`src/rtl/display_source_arbiter.sv`:
```
// Shares one 4-digit display among NUM_SRC producers: timed rotation over enabled
// sources, preempted round-robin by one-shot requests held for HOLD_CYCLES.
module display_source_arbiter #(
  parameter int NUM_SRC      = 4,
  parameter int DWELL_CYCLES = 100000000,
  parameter int HOLD_CYCLES  = 50000000
) (
  input  logic                       clk,
  input  logic                       rst_n,
  input  logic [NUM_SRC*16-1:0]      src_value,
  input  logic [NUM_SRC-1:0]         src_en,
  input  logic [NUM_SRC-1:0]         src_req,
  input  logic                       freeze,
  output logic [15:0]                binary_num,
  output logic [$clog2(NUM_SRC)-1:0] cur_src,
  output logic [NUM_SRC-1:0]         src_ack,
  output logic                       blank
);

  localparam int IW   = $clog2(NUM_SRC);
  localparam int MAXC = (DWELL_CYCLES > HOLD_CYCLES) ? DWELL_CYCLES : HOLD_CYCLES;
  localparam int CW   = (MAXC > 1) ? $clog2(MAXC) : 1;
  localparam logic [CW-1:0] DWELL_LAST = CW'(DWELL_CYCLES - 1);
  localparam logic [CW-1:0] HOLD_LAST  = CW'(HOLD_CYCLES - 1);

  typedef enum logic [1:0] {IDLE, ROTATE, HOLD} state_t;

  state_t             state;
  logic [NUM_SRC-1:0] pending;
  logic [IW-1:0]      rot_ptr;
  logic [IW-1:0]      last_grant;
  logic [CW-1:0]      cnt;

  logic               gnt_found;
  logic [IW-1:0]      gnt_idx;
  logic [NUM_SRC-1:0] gnt_mask;
  logic               grant_now;
  logic               rot_found;
  logic [IW-1:0]      rot_next;
  logic [IW-1:0]      low_en;
  logic [15:0]        cur_val;

  always_comb begin
    gnt_found = 1'b0;
    gnt_idx   = '0;
    rot_found = 1'b0;
    rot_next  = rot_ptr;
    low_en    = '0;
    cur_val   = '0;
    // Both searches start one past the pointer and wrap, so i==NUM_SRC revisits the pointer itself.
    for (int i = 1; i <= NUM_SRC; i++) begin
      if (!gnt_found && pending[IW'((int'(last_grant) + i) % NUM_SRC)]) begin
        gnt_found = 1'b1;
        gnt_idx   = IW'((int'(last_grant) + i) % NUM_SRC);
      end
      if (!rot_found && src_en[IW'((int'(rot_ptr) + i) % NUM_SRC)]) begin
        rot_found = 1'b1;
        rot_next  = IW'((int'(rot_ptr) + i) % NUM_SRC);
      end
    end
    for (int k = NUM_SRC - 1; k >= 0; k--) begin
      if (src_en[k]) low_en = IW'(k);
    end
    for (int k = 0; k < NUM_SRC; k++) begin
      if (cur_src == IW'(k)) cur_val = src_value[16*k +: 16];
    end
    gnt_mask  = NUM_SRC'(1) << gnt_idx;
    grant_now = !freeze && gnt_found && ((state != HOLD) || (cnt == HOLD_LAST));
  end

  always_ff @(posedge clk or negedge rst_n) begin
    if (!rst_n) begin
      state      <= IDLE;
      pending    <= '0;
      rot_ptr    <= '0;
      last_grant <= IW'(NUM_SRC - 1);
      cnt        <= '0;
      binary_num <= '0;
      cur_src    <= '0;
      src_ack    <= '0;
      blank      <= 1'b1;
    end else begin
      // A request arriving on its own grant edge is absorbed by the grant.
      pending    <= (pending | src_req) & ~(grant_now ? gnt_mask : '0);
      src_ack    <= grant_now ? gnt_mask : '0;
      binary_num <= blank ? 16'h0000 : cur_val;
      if (grant_now) begin
        state      <= HOLD;
        cur_src    <= gnt_idx;
        last_grant <= gnt_idx;
        cnt        <= '0;
        blank      <= 1'b0;
      end else if (!freeze) begin
        case (state)
          IDLE: begin
            if (|src_en) begin
              state   <= ROTATE;
              cur_src <= low_en;
              rot_ptr <= low_en;
              cnt     <= '0;
              blank   <= 1'b0;
            end
          end
          ROTATE: begin
            if (!(|src_en)) begin
              state <= IDLE;
              cnt   <= '0;
              blank <= 1'b1;
            end else if (!src_en[rot_ptr] || (cnt == DWELL_LAST)) begin
              rot_ptr <= rot_next;
              cur_src <= rot_next;
              cnt     <= '0;
            end else begin
              cnt <= cnt + 1'b1;
            end
          end
          HOLD: begin
            if (cnt == HOLD_LAST) begin
              cnt <= '0;
              if (|src_en) begin
                state   <= ROTATE;
                cur_src <= rot_ptr;
              end else begin
                state <= IDLE;
                blank <= 1'b1;
              end
            end else begin
              cnt <= cnt + 1'b1;
            end
          end
          default: state <= IDLE;
        endcase
      end
    end
  end

endmodule
```
`config.mk`:
```
export PLATFORM = sky130hd
export DESIGN_NAME = display_source_arbiter
export DESIGN_NICKNAME = d
export VERILOG_FILES = /design/src/rtl/display_source_arbiter.sv
export SDC_FILE = /design/constraint.sdc
export NUM_CORES = 1
export LEC_CHECK = 0
export BUFFER_PORTS_ARGS = -buffer_cell sky130_fd_sc_hd__buf_2
export CORE_MARGIN = 1.5
export CORE_UTILIZATION = 57
export CTS_CLUSTER_DIAMETER = 100
export CTS_CLUSTER_SIZE = 40
export DETAILED_ROUTE_END_ITERATION = 6
export PLACE_DENSITY_LB_ADDON = 0.08
export SETUP_SLACK_MARGIN = 0.2
export SLEW_MARGIN = 20
export SYNTH_ARGS = -nofsm -noshare
export SYNTH_HDL_FRONTEND = slang
export SYNTH_SLANG_ARGS = --single-unit
```
`constraint.sdc`:
```
create_clock -name clk -period 6.9 [get_ports clk]
set_input_delay 0.345 -clock clk [delete_from_list [all_inputs] [get_ports clk]]
set_output_delay 0.345 -clock clk [all_outputs]
set_load 0.05 [all_outputs]
```
; ---- Word-level counts from Yosys, hierarchy flattened
; Cells that the tools add are included.
[totals]
register_bits = 60
output_inout_bits = 23
wordCells = 159
inputBits = 75
[classes]
shift = 1
reduce_logical = 28
n_addsub = 9
n_bitwise = 5
eq_ne = 18
n_lt_le_gt_ge = 9
muxes = 80
[op_table]
columns = operator, n
row1 = 27-bit 2-to-1 mux, 6
row2 = 27-bit one-hot mux with 3 select lines, 1
row3 = 16-bit 2-to-1 mux, 5
row4 = 2-bit 2-to-1 mux, 24
row5 = 2-bit by 4-bit < comparator with 1-bit output (second input constant), 8
row6 = 1-bit 2-to-1 mux, 30
row7 = 27-bit by 1-bit adder with 27-bit output (second input constant), 1
row8 = 27-bit by 26-bit equality test with 1-bit output (second input constant), 1
row9 = 27-bit equality test (second input constant), 1
row10 = 1-bit binary-select mux with 2-bit select, 9
row11 = 3-bit != test (second input constant), 6
row12 = 2-bit one-hot mux with 3 select lines, 2
row13 = 2-bit by 1-bit adder with 2-bit output (second input constant), 4
row14 = 2-bit adder (second input constant), 4
row15 = 1-bit logical AND, 8
row16 = 1-bit logical NOT, 8
row17 = 2-bit != test (second input constant), 4
row18 = 4-bit AND reduction, 2
row19 = 7-bit AND reduction, 1
row20 = 2-bit equality test (second input constant), 3
row21 = 6-bit AND reduction, 1
row22 = 4-bit AND, 1
row23 = 2-bit by 1-bit equality test with 1-bit output (second input constant), 2
row24 = 2-bit logical NOT, 2
row25 = 14 further kinds, 16

; ---- Longest topological paths before layout
; Gate-level depths: netlist (run 1).
[logic_depth]
word_depth = 19
depth_mapped = 11
depth_no_buf = 8

; ---- Worst setup path before layout (run 1)
; Ideal clock, no wire load.
[synth_timing]
kind = reg2reg
from = register cnt[8]
to = register cnt[21]
stages_incl_launch_ff = 8
setup_slack_ns = 4.325
n_path_buf = 1
t_arrival_ns = 2.506
synth_period_minus_slack_ns = 2.575
t_required_ns = 6.831
path_cell_list = dfrtp_1 > or4_4 > nor4_4 > a31oi_1 > or3_1 > buf_2 > or4_1 > nand3_1
[synth_between]
elab_chain_len = 7
word_cells_on_any_way = 16
[synth_rtl]
columns = item, line_no
row1 = "start, declared", 32  ; logic [CW-1:0] cnt;
row2 = "start signal, assigned", 114  ; cnt <= cnt + 1'b1;
row3 = "start signal, assigned", 128  ; cnt <= cnt + 1'b1;
row4 = branches (longest 7 deep; another with 27-bit by 1-bit adder with 27-bit output), -
; Several ways; the timed one is not identified. The select of a mux whose other input is x is not followed.
; A chain may end at the register's enable or synchronous reset.

; ---- Final worst setup path (run 1)
[layout_timing]
from = register cnt[8]
to = register cnt[23]
; The elaborated chain is that of the path after synthesis.

==> results.tsv, run 1 <==
metric	value	unit
outcome	finished, final reports clean	
Rows	29	
CP bufs+invs	0	
die area	6933	um^2
cell area after layout	4365	um^2
H-tree levels	3	
register area share after synthesis	40.99	%
placer congestion estimate	0.8573	
Synth Flop Type	dfrtp_1	
Die X	83.27	um
area leader, netlist	dfrtp_1	
Worst Max-Slew Pin Slew	1112	ps
buffers added on ports	97	
post-CTS resize count	0	
Area Growth Syn to Fin	18.88	%
Antenna diodes	0	
Critical Path RT	7120	ps
Slew Viols, Final	0	
hold_ws	151.8	ps
critical path arrival	3310	ps
Post-Synthesis Cells	374	
CP max stage delay	590	ps
commonest non-fill, non-tap cell in the layout	buf_2	
drt first pass iters	4	
top cells by area, synth	dfrtp_1, mux4_2, nor2b_1	
crit share post-route	44.81	%
Top Ports	98	
TritonCTS buffer count	9	
Syn Nets	453	
Netlist cell types	61	
routed vias/inst	6.303	
vias in the first global route	3229	
Post-layout nets	542	
Wirelength per Cell	17.21	um
clk slew on worst S/H paths	70	ps
drt total wl	9379	um
Root Buffer	clkbuf_8	
mapped cell area	3672	um^2
Setup TNS	0	ps
GRT Total Usage	27.73	%
R2R Setup Slk	3810	ps
initial antenna violation count	0	
number of synthesis warnings	0	
DR iter-0 viols	354	
Worst Hold Class	in -> async	
fin crit period	3092	ps
Rel. slew slack	25.17	%
ANT nets after route	0	
CTS max path bufs	2	
f_max	0.3234	GHz
largest fanout on the critical path	13	
Final Non-Filler Cells	545	
Fillers	515	
Skew-Pair Late Insertion Delay	340	ps
Cell Chain, Critical Path	or4_4 > nor4_4 > a31oi_1 > nor3_2 > nand2_1 > o41ai_1	
Placed Cells	529	
final hold vios	0	
Post-synth EDFFs	0	
most frequent cells in the layout	buf_2, dfrtp_1, nor2_1	
Die Y	83.27	um
reg2reg path depth	6	
# setup viols final	0	
Sink Count	60	
worst flop-to-flop path endpoint	cnt[23]$_DFFE_PN0P_	
core outline area	6277	um^2
max_cap viols	0	
first-pass GRT wire length	15430	um
Syn Area/Cell	9.819	um^2
fraction of layout cells with a size suffix above 1	31.41	%
Hold Buf Count CTS	0	
DRC	0	
RSZ-0062 raised after global routing	no	
async set-reset flop share out of synthesis	100.0	%
Peak supply drop	0.0003624	V
Initial Util	58.50	%
Layout Skew	8.034	ps
crit path launch type	register	
vias post-DR	3435	
Yosys top cell area share	38.84	%
pin count of the biggest net entering global routing	61	
CTS tree	done	
power per cell area	357.7	nW/um^2
Pleak	1.905	nW
Largest delay share family, worst path	simple AND/OR/NAND/NOR gates	
RR Startpoint	cnt[8]$_DFFE_PN0P_	
Placed Area	4195	um^2
post-CTS setup repair buffer count	0	
grt ovf	0	
Worst Setup End Kind	register	
synthesized flop and latch total	60	
slowest cell on the critical path	or4_4	
Post-DP HPWL	6781	um
Setup Crit Path Kind	reg -> reg	
power breakdown:
part,switching (mW),internal (mW),leakage (nW)
Clock,0.139,0.139,0.0824
Combinational,0.462,0.278,1.06
Sequential,0.0996,0.445,0.761
Total,0.700,0.861,1.90
registers in the layout (all words and copies together) (netlist names):
name,cells
state,2
last_grant,2
src_ack,4
blank,1
cur_src,2
cnt,27
rot_ptr,2
pending,4
binary_num,16
worst register-to-register path, cell delays in order, from the launching register on:
cell	delay, ps
dfrtp_1	460
or4_4	590
nor4_4	340
a31oi_1	150
nor3_2	490
nand2_1	490
o41ai_1	460
routing by layer:
metal | share of wire, % | up-vias | global-route usage [%] | routed length (um)
li1 | - | 1617 | - | -
met1 | 43 | 1684 | 37.13 | 4027
met2 | 50 | 102 | 44.49 | 4665
met3 | 3.7 | 32 | 3.777 | 343
met4 | 3.6 | 0 | 13.94 | 342
met5 | 0 | - | 0 | 0
synth_stat cells, types with 2 or more instances:
| library cell | count |
|---|---|
| dfstp_2 | 3 |
| o2111ai_1 | 3 |
| and3_1 | 2 |
| nor2_1 | 29 |
| a22o_1 | 6 |
| mux2i_1 | 2 |
| o21ai_0 | 21 |
| a211oi_1 | 2 |
| mux2_2 | 2 |
| a2bb2oi_1 | 9 |
| mux4_2 | 17 |
| a21boi_0 | 3 |
| o311ai_1 | 3 |
| or4_1 | 5 |
| clkbuf_1 | 18 |
| a31oi_1 | 3 |
| nor2b_1 | 21 |
| nand2_1 | 28 |
| dfrtp_1 | 57 |
| a21oi_1 | 10 |
| nand2b_1 | 2 |
| and4_1 | 2 |
| o22a_1 | 2 |
| nor4_1 | 7 |
| o21bai_1 | 2 |
| a21o_1 | 8 |
| nor3_1 | 10 |
| inv_1 | 13 |
| o22ai_1 | 4 |
| or2_2 | 2 |
| nand4b_1 | 2 |
| o21ai_1 | 2 |
| or3_1 | 3 |
| ha_1 | 4 |
| o31ai_1 | 8 |
| buf_2 | 5 |
| nand4_1 | 13 |
| nand3_1 | 14 |
| o41ai_1 | 5 |
how the worst max path moves through the flow:
stage	from	end	slack, ps	cells after the start
after floorplan	cnt[8]$_DFFE_PN0P_	cnt[21]$_DFFE_PN0P_	4320	7
after global placement	cnt[8]$_DFFE_PN0P_	cnt[9]$_DFFE_PN0P_	4020	6
after detailed placement	cnt[8]$_DFFE_PN0P_	cnt[9]$_DFFE_PN0P_	3870	6
after CTS	cnt[8]$_DFFE_PN0P_	cnt[23]$_DFFE_PN0P_	3840	6
after global routing	cnt[8]$_DFFE_PN0P_	cnt[23]$_DFFE_PN0P_	3570	6
final	cnt[8]$_DFFE_PN0P_	cnt[23]$_DFFE_PN0P_	3810	6
final cells by class:
| cell class | count | area [um^2] | share of cell area [%] |
|---|---|---|---|
| tap | 77 | 96.34 | 2.207 |
| clock buffer | 12 | 145.1 | 3.325 |
| clock inverter | 4 | 25.02 | 0.5732 |
| inverter | 13 | 48.80 | 1.118 |
| multi-input combinational | 276 | 2014 | 46.14 |
| sequential | 60 | 1505 | 34.48 |
| timing repair buffer | 103 | 530.5 | 12.15 |
metrics by stage:
stage	util, %	worst slack (ps)	total power [mW]
global route	69.54	3566	1.649
global placement	66.83	4021	1.274
floorplan	-	4325	1.111
CTS	69.54	3838	1.568
detailed placement	66.83	3872	1.290
finish	69.54	3808	1.562
logic make-up (layout without fill, tap and decap cells):
group                      count (synthesis)  count (layout)  synth area share [%]
and+or+nand+nor                          148             148                 21.94
buffers and inverters                     38             132                 4.157
muxes                                     21              21                 11.58
DFF                                       60              60                 40.99
AOI/OAI and AO/OA                        103             103                 19.97
adders and majority gates                  4               4                 1.363
(Power assumes the default switching activity.)
==> run 2: changes to the inputs <==
--- a/config.mk
+++ b/config.mk
@@ -7,7 +7,7 @@
 export LEC_CHECK = 0
 export BUFFER_PORTS_ARGS = -buffer_cell sky130_fd_sc_hd__buf_2
 export CORE_MARGIN = 1.5
-export CORE_UTILIZATION = 57
+export CORE_UTILIZATION = 53
 export CTS_CLUSTER_DIAMETER = 100
 export CTS_CLUSTER_SIZE = 40
 export DETAILED_ROUTE_END_ITERATION = 6
==> constraint.sdc (replaced) <==
create_clock -name clk -period 3.18 [get_ports clk]
set_input_delay 0.159 -clock clk [delete_from_list [all_inputs] [get_ports clk]]
set_output_delay 0.159 -clock clk [all_outputs]
set_load 0.05 [all_outputs]
==> run 2 against run 1 <==
  * Global-route usage decreased by 0.87 points
  * Core utilization decreased by 2.5 points
  * Sequential share of layout area decreased by 1.2 points
  * Power increased by 130%
  * Clock skew decreased by 0.57 ps
  * Setup slack got worse by 3400 ps
  * Cell area increased by 3.8%
  * First-iteration DRC count decreased by 46%
  * Critical endpoint is now cur_src[0]$_DFFE_PN0P_
  * Combinational power increased by 120%
  * Fmax increased by 10%
  * Die area increased by 7.3%
  * Sequential cell count unchanged
==> results.tsv, run 2 (synthesis results as in run 1) <==
metric	value	unit
power per cell area	808.7	nW/um^2
R2R Setup Slk	370	ps
Worst Hold Class	in -> reg	
busiest layer in global routing	met2	
die area	7437	um^2
Area Growth Syn to Fin	23.41	%
Fillers	558	
beginning of the worst hold path	src_req[2]	
CTS tree	done	
Sequential Power Share	32.4	%
Die X	86.24	um
Clk network pwr share	23.4	%
crit share post-route	88.34	%
routed vias/inst	6.144	
Skew-Pair Late Insertion Delay	340	ps
# setup viols final	0	
Sink Count	60	
Post-layout nets	551	
RR Startpoint	cnt[8]$_DFFE_PN0P_	
TritonCTS buffer count	9	
vias in the first global route	3102	
DR iter-0 viols	192	
met3 Resource Use GR	6.381	%
Critical Path Source	cnt[8]$_DFFE_PN0P_	
final core occ	67.07	%
NetSw	1.520	mW
Power Total	3.665	mW
f_max	0.3560	GHz
crit path launch type	register	
commonest non-fill, non-tap cell in the layout	buf_2	
hold endpoint	pending[2]$_DFF_PN0_	
Largest delay share family, worst path	simple AND/OR/NAND/NOR gates	
placer congestion estimate	0.8805	
Final WS setup	370.7	ps
clk slew on worst S/H paths	70	ps
Cell Chain, Critical Path	or4_4 > nor4_2 > a41oi_1 > or3_1 > a21oi_1 > mux2_2	
post-CTS setup repair buffer count	0	
fin crit period	2809	ps
final hold vios	0	
Top Ports	98	
Internal Pwr Total	2.145	mW
core outline area	6756	um^2
ANT nets after route	0	
drt total wl	9660	um
Initial Util	54.35	%
Wirelength per Cell	17.34	um
Rows	30	
max reg flops	27	
Slew Viols, Final	0	
Setup TNS	0	ps
pin count of the biggest net entering global routing	28	
max_cap viols	0	
Logic pwr share	44.2	%
Rel. slew slack	49.53	%
most frequent cells in the layout	buf_2, dfrtp_1, nor2_1	
Layout Skew	7.464	ps
Antenna diodes	0	
pre-CTS setup slack	232.4	ps
GRT Total Usage	26.86	%
Biggest register	cnt	
fraction of layout cells with a size suffix above 1	33.33	%
CP max stage delay	590	ps
largest fanout on the critical path	8	
DRC	0	
hold path cells	3	
outcome	finished, final reports clean	
grt ovf	0	
RSZ-0062 raised after global routing	no	
Critical Path RT	3410	ps
Die Y	86.24	um
CP bufs+invs	0	
critical path arrival	3030	ps
Worst Max-Slew Pin Slew	757.0	ps
Placed Cells	540	
Setup Crit Path Kind	reg -> reg	
drt first pass iters	4	
hold_ws	29.11	ps
met1 Resource Use GR	35.85	%
slowest cell on the critical path	or4_4	
H-tree levels	3	
Root Buffer	clkbuf_8	
Pleak	1.994	nW
Worst Setup End Kind	register	
Final Non-Filler Cells	557	
CTS max path bufs	2	
cell area after layout	4532	um^2
first-pass GRT wire length	15370	um
buffers added on ports	97	
vias post-DR	3422	
switching part of the total power	41.48	%
GRT met2 Usage	43.81	%
Post-DP HPWL	7082	um
worst flop-to-flop path endpoint	cur_src[0]$_DFFE_PN0P_	
reg2reg path depth	6	
initial antenna violation count	0	
Placed Area	4259	um^2
Peak supply drop	0.0004970	V
biggest registers after layout	cnt x27, binary_num x16	
## run 2: cell types whose count changed in the layout (fill, tap and decap cells not counted), sizes merged
cell / delta
buf: +8
bufinv: +3
clkinvlp: -2
clkinv: -1
dlygate4sd3: +1
## run 2: area by class of cell
cell class              count  area [um^2]  area share [%]
multi-input cells         276         2026           44.70
clock buffers              12        155.1           3.424
clock inverters             4        95.09           2.098
well taps                  80        100.1           2.209
flip-flops and latches     60         1506           33.24
repair buffers            112        600.6           13.25
inverters                  13        48.80           1.077
## run 2: power by group through the flow
stage | Sequential (mW) | Combinational [mW] | Clock, mW
2_1_floorplan | 1.55 | 0.866 | 0
3_3_place_gp | 1.19 | 1.60 | 0
3_5_place_dp | 1.20 | 1.62 | 0
4_1_cts | 1.19 | 1.62 | 0.876
5_1_grt | 1.23 | 1.74 | 0.907
6_report | 1.19 | 1.62 | 0.859
## run 2: worst max path at each step
stage                             end  cells past startpoint
6_report       cur_src[0]$_DFFE_PN0P_                      6
5_1_grt            cnt[9]$_DFFE_PN0P_                      6
4_1_cts        cur_src[0]$_DFFE_PN0P_                      6
3_5_place_dp   cur_src[0]$_DFFE_PN0P_                      6
3_3_place_gp   cur_src[0]$_DFFE_PN0P_                      6
2_1_floorplan     cnt[21]$_DFFE_PN0P_                      7
## run 2: repair_timing
item                                    CTS  global route
hold buffers                              1             0
endpoints found under the setup margin    0            12
resized for setup                         0             2
hold endpoints to repair                 25             0
## run 2: tightest hold or removal path, stage by stage
cell    delay (ps)
buf_2           70
nor2_1          30
nor2_1          70
## run 2: per-layer routing
layer / vias up / part of all wire [%] / routed length (um)
li1: 1636 / - / -
met1: 1671 / 43 / 4117
met2: 101 / 51 / 4940
met3: 14 / 4.8 / 461
met4: 0 / 1.4 / 140
met5: - / 0 / 0
==> run 3: changes to the inputs <==
--- a/config.mk
+++ b/config.mk
@@ -11,7 +11,8 @@
 export CTS_CLUSTER_DIAMETER = 100
 export CTS_CLUSTER_SIZE = 40
 export DETAILED_ROUTE_END_ITERATION = 6
-export PLACE_DENSITY_LB_ADDON = 0.08
+export PLACE_DENSITY_LB_ADDON = 0.15
+export REMOVE_ABC_BUFFERS = 1
 export SETUP_SLACK_MARGIN = 0.2
 export SLEW_MARGIN = 20
 export SYNTH_ARGS = -nofsm -noshare
==> run 3 against run 2 <==
  * Core utilization decreased by 0.24 points
  * Clock skew up 1.5 ps
  * Critical endpoint unchanged
  * Non-clock buffer count stayed put
  * Largest cell class unchanged
  * Sequential cell count unchanged
  * Sequential power hardly changed
  * Power is 0.22% lower
  * Critical path type unchanged
  * Clock power down 2%
  * Global-route usage down 0.14 points
  * Via count is 0.73% higher
  * Combinational power is essentially flat
  * Final cell count unchanged
  * Sequential share of layout area is 0.12 points higher
  * Highest routed layer unchanged
==> results.tsv, run 3 (synthesis results as in run 1) <==
metric	value	unit
outcome	finished, final reports clean	
Initial Util	54.35	%
first-pass GRT wire length	15630	um
Clk network pwr share	23.0	%
# setup viols final	0	
Final WS setup	423.6	ps
Biggest register	cnt	
placer congestion estimate	0.8395	
critical path arrival	2980	ps
switching part of the total power	42.37	%
largest fanout on the critical path	8	
ANT nets after route	0	
crit path launch type	register	
Sequential Power Share	32.5	%
Worst Hold Class	in -> reg	
Peak supply drop	0.0005156	V
Setup TNS	0	ps
Die X	86.24	um
cell area after layout	4516	um^2
Pleak	1.983	nW
die area	7437	um^2
Internal Pwr Total	2.108	mW
clk slew on worst S/H paths	70	ps
routed vias/inst	6.189	
GRT Total Usage	26.72	%
Skew-Pair Late Insertion Delay	340	ps
Die Y	86.24	um
pin count of the biggest net entering global routing	39	
grt ovf	0	
commonest non-fill, non-tap cell in the layout	buf_2	
crit share post-route	86.68	%
vias in the first global route	3267	
RR Startpoint	cnt[8]$_DFFE_PN0P_	
core outline area	6756	um^2
Critical Path RT	3400	ps
Sink Count	60	
initial antenna violation count	0	
hold path cells	3	
Placed Area	4259	um^2
Post-layout nets	551	
DR iter-0 viols	224	
worst flop-to-flop path endpoint	cur_src[0]$_DFFE_PN0P_	
beginning of the worst hold path	src_req[2]	
Root Buffer	clkbuf_8	
Wirelength per Cell	17.22	um
RSZ-0062 raised after global routing	no	
Antenna diodes	0	
Rel. slew slack	41.67	%
Rows	30	
reg2reg path depth	6	
TritonCTS buffer count	9	
fin crit period	2756	ps
hold endpoint	pending[2]$_DFF_PN0_	
biggest registers after layout	cnt x27, binary_num x16	
drt total wl	9591	um
Post-DP HPWL	6879	um
post-CTS setup repair buffer count	0	
Slew Viols, Final	0	
buffers added on ports	97	
CTS tree	done	
Area Growth Syn to Fin	22.96	%
Worst Setup End Kind	register	
Top Ports	98	
DRC	0	
Layout Skew	8.946	ps
power per cell area	809.9	nW/um^2
Setup Crit Path Kind	reg -> reg	
Worst Max-Slew Pin Slew	875.0	ps
H-tree levels	3	
hold_ws	35.35	ps
pre-CTS setup slack	304.2	ps
Power Total	3.657	mW
drt first pass iters	5	
f_max	0.3628	GHz
most frequent cells in the layout	buf_2, dfrtp_1, nor2_1	
R2R Setup Slk	420	ps
final hold vios	0	
CTS max path bufs	2	
fraction of layout cells with a size suffix above 1	33.12	%
NetSw	1.550	mW
max reg flops	27	
vias post-DR	3447	
Logic pwr share	44.5	%
max_cap viols	0	
run 3: repair_timing:
item / CTS / global route
endpoints found under the setup margin: 0 / 12
hold buffers: 1 / 0
resized for setup: 0 / 1
hold endpoints to repair: 37 / 0
run 3: worst max-delay path, cell delays in order, from the launching register on:
cell	delay, ps
dfrtp_1	460
or4_4	590
nor4_2	420
a41oi_1	230
or3_1	350
a21oi_1	230
mux2_2	370
run 3: layer usage:
layer  part of all wire [%]  up-vias  wire length (um)  GRT usage [%]
met2                     51      108              4850          42.95
li1                       -     1629                 -              -
met4                    1.3        0               128          6.598
met5                      0        -                 0              0
met3                    4.7       13               448          6.095
met1                     43     1697              4164          37.13
run 3: layout make-up:
cell class	instances	area, um^2
multi-input combinational	276	2021
sequential	60	1506
timing repair buffer	112	600.6
inverter	13	48.80
clock buffer	10	127.6
tap	80	100.1
fill	561	2241
clock inverter	6	111.4
run 3: through the flow:
step | cells | util [%]
6_report | 557 | 66.83
2_1_floorplan | 349 | -
4_1_cts | 557 | 66.72
3_3_place_gp | 540 | 63.04
5_1_grt | 557 | 66.83
3_5_place_dp | 540 | 63.04
run 3: power by group through the flow:
stage	Clock, mW	Combinational (mW)	Sequential, mW
after CTS	0.854	1.63	1.19
final	0.841	1.63	1.19
after floorplan	0	0.744	1.62
after global routing	0.885	1.75	1.23
after detailed placement	0	1.63	1.20
after global placement	0	1.60	1.19
run 3: worst max-delay path by stage:
stage / from / end / slack, ps / cells after the start
after floorplan: cnt[8]$_DFFE_PN0P_ / cnt[12]$_DFFE_PN0P_ / 220 / 6
after CTS: cnt[8]$_DFFE_PN0P_ / cur_src[0]$_DFFE_PN0P_ / 290 / 6
final: cnt[8]$_DFFE_PN0P_ / cur_src[0]$_DFFE_PN0P_ / 420 / 6
after global placement: cnt[8]$_DFFE_PN0P_ / cur_src[0]$_DFFE_PN0P_ / 400 / 6
after detailed placement: cnt[8]$_DFFE_PN0P_ / cur_src[0]$_DFFE_PN0P_ / 300 / 6
after global routing: cnt[8]$_DFFE_PN0P_ / cur_src[0]$_DFFE_PN0P_ / 220 / 6
